`src/rtl/regfile_write_sched.sv`:
```
// Purpose: shares the single register-file write port between pipeline writeback and a
//          DEPTH-entry long-latency return FIFO, and runs a zero-clear of x1..x31 after reset.
// Latency: write port is combinational (captured by the regfile at the same edge); an accepted
//          long-latency result can be written at the next edge. Backpressure: lu_ready drops
//          while the FIFO is full or during the clear; wb_hold asks the pipeline to yield
//          when the FIFO head has waited STARVE_LIMIT cycles.
// Ports:
//   clk, rst (async, active-low)
//   wb_valid/wb_addr/wb_data   : pipeline writeback, no ready, always wins the port
//   lu_valid/lu_ready/lu_addr/lu_data : long-latency result handshake
//   wren/waddr/wdata           : register-file write port
//   pend_mask                  : bit i set while any queued entry targets xi
//   wb_hold                    : pipeline should present no writeback this cycle
//   init_busy                  : clear sequence in progress
module regfile_write_sched #(
  parameter int DEPTH        = 2,
  parameter int STARVE_LIMIT = 4
) (
  input  logic        clk,
  input  logic        rst,
  input  logic        wb_valid,
  input  logic [4:0]  wb_addr,
  input  logic [31:0] wb_data,
  input  logic        lu_valid,
  output logic        lu_ready,
  input  logic [4:0]  lu_addr,
  input  logic [31:0] lu_data,
  output logic        wren,
  output logic [4:0]  waddr,
  output logic [31:0] wdata,
  output logic [31:0] pend_mask,
  output logic        wb_hold,
  output logic        init_busy
);

  localparam int PW = $clog2(DEPTH);
  localparam int CW = PW + 1;
  localparam int AW = $clog2(STARVE_LIMIT + 1);

  typedef enum logic {S_INIT, S_RUN} state_e;

  state_e          state_q, state_d;
  logic [4:0]      icnt_q, icnt_d;
  logic [PW-1:0]   rd_ptr_q, rd_ptr_d;
  logic [PW-1:0]   wr_ptr_q, wr_ptr_d;
  logic [CW-1:0]   count_q, count_d;
  logic [AW-1:0]   age_q, age_d;
  logic            wb_hold_q, wb_hold_d;
  logic [4:0]      ent_addr_q [DEPTH];
  logic [4:0]      ent_addr_d [DEPTH];
  logic [31:0]     ent_data_q [DEPTH];
  logic [31:0]     ent_data_d [DEPTH];

  logic run, fifo_empty, fifo_full, wb_wins, pop, push;

  assign run        = (state_q == S_RUN);
  assign fifo_empty = (count_q == '0);
  assign fifo_full  = (count_q == CW'(DEPTH));
  // A writeback to x0 writes nothing, so it must not steal the port from the FIFO.
  assign wb_wins    = run && wb_valid && (wb_addr != 5'd0);
  assign pop        = run && !wb_wins && !fifo_empty;
  // No pass-through: a full FIFO refuses even when it pops this cycle.
  assign lu_ready   = run && !fifo_full;
  // x0 results complete the handshake but are dropped.
  assign push       = lu_ready && lu_valid && (lu_addr != 5'd0);
  assign init_busy  = !run;
  assign wb_hold    = wb_hold_q;

  // State register
  always_ff @(posedge clk or negedge rst) begin
    if (!rst) begin
      state_q    <= S_INIT;
      icnt_q     <= 5'd1;
      rd_ptr_q   <= '0;
      wr_ptr_q   <= '0;
      count_q    <= '0;
      age_q      <= '0;
      wb_hold_q  <= 1'b0;
      ent_addr_q <= '{default: '0};
      ent_data_q <= '{default: '0};
    end else begin
      state_q    <= state_d;
      icnt_q     <= icnt_d;
      rd_ptr_q   <= rd_ptr_d;
      wr_ptr_q   <= wr_ptr_d;
      count_q    <= count_d;
      age_q      <= age_d;
      wb_hold_q  <= wb_hold_d;
      ent_addr_q <= ent_addr_d;
      ent_data_q <= ent_data_d;
    end
  end

  // Next-state logic
  always_comb begin
    state_d    = state_q;
    icnt_d     = icnt_q;
    rd_ptr_d   = rd_ptr_q;
    wr_ptr_d   = wr_ptr_q;
    count_d    = count_q;
    age_d      = age_q;
    wb_hold_d  = wb_hold_q;
    ent_addr_d = ent_addr_q;
    ent_data_d = ent_data_q;

    if (!run) begin
      icnt_d = icnt_q + 5'd1;
      if (icnt_q == 5'd31) begin
        state_d = S_RUN;
      end
    end

    if (push) begin
      ent_addr_d[wr_ptr_q] = lu_addr;
      ent_data_d[wr_ptr_q] = lu_data;
      wr_ptr_d             = wr_ptr_q + PW'(1);
    end
    if (pop) begin
      rd_ptr_d = rd_ptr_q + PW'(1);
    end
    case ({push, pop})
      2'b10:   count_d = count_q + CW'(1);
      2'b01:   count_d = count_q - CW'(1);
      default: count_d = count_q;
    endcase

    // Age counts cycles the head has been passed over; it saturates at the limit.
    if (!run || fifo_empty || pop) begin
      age_d = '0;
    end else if (age_q != AW'(STARVE_LIMIT)) begin
      age_d = age_q + AW'(1);
    end

    // Hold stays up through further writebacks until the starved head finally drains.
    if (pop) begin
      wb_hold_d = 1'b0;
    end else if (age_d == AW'(STARVE_LIMIT)) begin
      wb_hold_d = 1'b1;
    end
  end

  // Output logic: write-port mux
  always_comb begin
    wren  = 1'b0;
    waddr = 5'd0;
    wdata = 32'd0;
    // Held low while rst is asserted so the regfile sees no clear write during reset.
    if (rst) begin
      if (!run) begin
        wren  = 1'b1;
        waddr = icnt_q;
      end else if (wb_wins) begin
        wren  = 1'b1;
        waddr = wb_addr;
        wdata = wb_data;
      end else if (pop) begin
        wren  = 1'b1;
        waddr = ent_addr_q[rd_ptr_q];
        wdata = ent_data_q[rd_ptr_q];
      end
    end
  end

  // Output logic: pending mask over occupied slots (slot offset from head < count)
  always_comb begin
    logic [PW-1:0] off;
    off       = '0;
    pend_mask = 32'd0;
    for (int i = 0; i < DEPTH; i++) begin
      off = PW'(i) - rd_ptr_q;
      if ({1'b0, off} < count_q) begin
        pend_mask[ent_addr_q[i]] = 1'b1;
      end
    end
  end

endmodule

```
`config.mk`:
```
export PLATFORM = sky130hd
export DESIGN_NAME = regfile_write_sched
export DESIGN_NICKNAME = d
export VERILOG_FILES = /design/src/rtl/regfile_write_sched.sv
export SDC_FILE = /design/constraint.sdc
export NUM_CORES = 1
export LEC_CHECK = 0
export BUFFER_PORTS_ARGS = -buffer_cell sky130_fd_sc_hd__buf_2
export CORE_ASPECT_RATIO = 1.75
export CORE_MARGIN = 2
export CORE_UTILIZATION = 55
export DETAILED_ROUTE_END_ITERATION = 16
export MAX_ROUTING_LAYER = met4
export PLACE_DENSITY = 0.81
export SLEW_MARGIN = 20
export SYNTH_ARGS = -nofsm -noshare
export SYNTH_HDL_FRONTEND = slang
export SYNTH_SLANG_ARGS = --single-unit
```
`constraint.sdc`:
```
create_clock -name clk -period 4.95 [get_ports clk]
set_input_delay 1.2375 -clock clk [delete_from_list [all_inputs] [get_ports clk]]
set_output_delay 1.2375 -clock clk [all_outputs]
set_load 0.03 [all_outputs]
```
==> out/qor.txt <==
====================================================================================
Fraction of final layout cells sized beyond drive strength 1 ..........        46.1%
Per-cell routed wire length ...........................................      19.1 um
Cells traversed along the worst timing path ........................... buf_2, or4_1, o21a_2, buf_4, o41ai_1, buf_2
Core region area ......................................................    9350 um^2
Library cells used by synthesis .......................................           41
Sequential fraction of design power ...................................        32.5%
Critical-path top delay cell .......................................... sky130_fd_sc_hd__or4_1
Post-DR vias/cell .....................................................         6.03
Number of buffers on the longest clock path ...........................            2
Placed wire-length estimate after detailed placement ..................      9460 um
Starting Density ......................................................        55.8%
Gr ovfl total .........................................................            0
# resized after CTS ...................................................            0
Source of the worst hold timing path .................................. ent_data_q[41]
Mean Syn Cell Area ....................................................    11.8 um^2
Wire length of the first global-routing pass ..........................     20900 um
Number of max-slew violations in the final report .....................            0
Number of DRC violations after detailed routing .......................            0
Synth-to-Final Area Change ............................................        22.2%
Clock tree sinks ......................................................           88
# setup viols final ...................................................            0
Class of the most critical setup path .................................       in2out
Net switching component of the power ..................................    0.00164 W
Post-layout instance count excluding filler cells .....................          698
Total routing resource utilization after global routing ...............        26.7%
DRT Wirelength ........................................................     13400 um
Hold violation total from the final report ............................            0
First drt pass iteration count ........................................            4
Highest clock frequency the design can meet ...........................    0.220 GHz
Int Pwr ...............................................................    0.00264 W
Relative contribution of combinational cells to total power ...........        46.8%
Switching fraction of total power .....................................        38.3%
Cell Area, Synth ......................................................    5220 um^2
Fill cell instance count of the final layout ..........................          685
Power density over cell area ..........................................  672 nW/um^2
Number of flops mapped to enable cells by yosys .......................            0
Post-synthesis cell count .............................................          442
Die width .............................................................      77.6 um
Data required time at the worst endpoint ..............................      3.71 ns
Worst setup path startpoint ...........................................   wb_addr[0]
Largest net degree at the start of global routing .....................           54
YS warnings ...........................................................            0
Outcome ............................................................... complete, no violations
Die outline height ....................................................       133 um
Setup repair after global routing missed its margin ...................        false
Clock insertion delay at the later pin of the skew report .............      0.33 ns
Critical R2R Launch ...................................................          run
Post-CTS Setup Repair Bufs ............................................            0
Relative slew slack ...................................................        50.2%
# H-tree levels .......................................................            3
Routability Congestion ................................................        0.804
# port buffers ........................................................          150
Final design utilization ..............................................        68.2%
Portion of total power attributed to the clock network ................        20.7%
Number of global-route vias before repair .............................         4141
Post-route fraction of the period consumed by the critical path .......        91.8%
Std cell rows .........................................................           47
Number of top-level design ports ......................................          151
Most used DFF post-synth .............................................. sky130_fd_sc_hd__dfrtp_1
Clock tree skew after final layout ....................................   0.00608 ns
Static Leakage ........................................................      3.08 nW
Number of buffers inserted during clock tree synthesis ................            9
Number of max-cap violations ..........................................            0
Launching element type of the critical path ...........................    input pin
TritonCTS clock tree ..................................................          yes
Class of the worst hold path ..........................................      reg2reg
Maximum fanout encountered on the critical timing path ................           35
Clock period minus final worst setup slack ............................      4.55 ns
Overall die area ......................................................   10300 um^2
# hold bufs at CTS ....................................................            0
Layout Nets ...........................................................          653
Slew at the pin closest to its max-slew limit .........................     0.745 ns
Fraction of the yosys area taken by sequential cells ..................        42.3%
Overall via count from detail_route ...................................         4209
Cell repeated most along the worst path ............................... sky130_fd_sc_hd__buf_2
Initial DRC Count .....................................................          270
Clock Pin Slew Worst Setup and Hold Paths .............................      0.06 ns
Proportion of synthesized flip-flops having asynchronous set or reset .         100%
Number of storage elements in the synthesis netlist ...................           88
Setup TNS .............................................................         0 ns
Antenna-violating nets left ...........................................            0
Initial antenna violation count .......................................            1
Worst stage delay on the critical path ................................      0.54 ns
Total nets after synthesis ............................................          525
Maximum resistive drop on vdd .........................................       384 uV
Kind of end point of the critical path ................................  output port
Clock root buffer ..................................................... sky130_fd_sc_hd__clkbuf_16
WP data arrival .......................................................      3.31 ns
Number of placed instances, taps included .............................          680
====================================================================================
-- synthesized netlist by cell type (all sizes together) (2+ instances only) --
master | count | share of area [%]
a21oi | 6 | 0.58
a22oi | 3 | 0.43
and3 | 2 | 0.24
buf | 18 | 3.0
clkbuf | 25 | 1.8
dfrtp | 87 | 42
ha | 5 | 1.2
inv | 6 | 0.43
mux2 | 77 | 21
mux2i | 37 | 7.1
nand2 | 7 | 0.50
nand3 | 38 | 3.6
nand3b | 11 | 1.6
nor2 | 11 | 0.79
nor3 | 3 | 0.29
o21ai | 9 | 0.86
o22ai | 32 | 3.8
o41ai | 33 | 5.5
or3 | 3 | 0.36
or3b | 5 | 0.84
or4 | 2 | 0.29
xnor2 | 8 | 1.3
-- worst max-delay path: cells and delay by family --
kind | cells | cell delay [ns]
AOI/OAI and AO/OA | 2 | 0.81
and+or+nand+nor | 1 | 0.54
buffers and inverters | 3 | 0.70
-- registers in the layout, summed over array words and instances (netlist names) --
register	count
age_q	3
run	1
ent_addr_q	10
icnt_q	5
count_q	2
wr_ptr_q	1
ent_data_q	64
wb_hold	1
rd_ptr_q	1
-- logic make-up after synthesis --
| family | synth area share, % |
|---|---|
| multiplexers | 28.0 |
| AND/OR/NAND/NOR | 9.65 |
| AO/OA/AOI/OAI | 12.1 |
| flip-flops | 42.3 |
| buffers and inverters | 5.23 |
| XOR/XNOR | 1.51 |
| adder cells (fa/ha/maj) | 1.20 |
-- stage by stage --
stage          power, W  hold slack [ns]  setup slack (ns)  instance area, um^2
6_report        0.00428            0.505             0.404                 6370
5_1_grt         0.00450            0.516             0.276                 6370
4_1_cts         0.00428            0.502             0.410                 6360
3_5_place_dp    0.00336            0.493             0.423                 5950
3_3_place_gp    0.00328            0.467             0.496                 5950
2_1_floorplan   0.00293            0.451             0.392                 5220
-- layout by cell type, fill, tap and decap left out, types with 7 or more instances in the layout --
cell type	count
sky130_fd_sc_hd__o41ai_1	33
sky130_fd_sc_hd__nand3b_1	11
sky130_fd_sc_hd__o22ai_1	32
sky130_fd_sc_hd__nand3_1	38
sky130_fd_sc_hd__clkbuf_16	9
sky130_fd_sc_hd__o21ai_0	7
sky130_fd_sc_hd__xnor2_1	8
sky130_fd_sc_hd__mux2i_1	37
sky130_fd_sc_hd__nand2_1	7
sky130_fd_sc_hd__nor2_1	11
sky130_fd_sc_hd__dfrtp_1	86
sky130_fd_sc_hd__mux2_4	60
sky130_fd_sc_hd__mux2_2	17
sky130_fd_sc_hd__buf_4	10
sky130_fd_sc_hd__buf_2	149
-- power groups by stage --
stage / logic (W) / registers [W] / clock network (W)
floorplan: 0.00173 / 0.00121 / 0
global placement: 0.00192 / 0.00136 / 0
detailed placement: 0.00197 / 0.00139 / 0
CTS: 0.00199 / 0.00139 / 0.000904
global route: 0.00212 / 0.00144 / 0.000936
finish: 0.00200 / 0.00139 / 0.000887
-- worst paths after layout --
kind / slack [ns] / to / cells after the start
setup / recovery: 0.40 / wdata[13] / 6
hold / removal: 0.50 / ent_data_q[41] / 1
setup reg to reg: 2.35 / ent_data_q[0] / 5
hold reg to reg: 0.50 / ent_data_q[41] / 1
max in group asynchronous: 2.98 / ent_data_q[26] / 2
min in group asynchronous: 0.88 / icnt_q[4] / 1
-- routing by layer --
| metal | global-route usage, % | vias to the layer above | routed length [um] |
|---|---|---|---|
| li1 | - | 1948 | - |
| met2 | 46.5 | 162 | 7150 |
| met4 | 12.9 | 0 | 446 |
| met5 | - | - | 0 |
| met3 | 4.77 | 32 | 455 |
| met1 | 28.8 | 2067 | 5300 |
-- final cells by class --
class	instances	area, um^2	share of cell area [%]
Clock buffer	11	253	3.97
Clock inverter	5	150	2.36
Antenna cell	1	2.50	0.0393
Inverter	6	22.5	0.353
Tap cell	122	153	2.39
Timing Repair Buffer	160	836	13.1
Sequential cell	88	2200	34.6
Multi-Input combinational cell	305	2750	43.2
No activity file was read; power rests on OpenSTA's default activity.
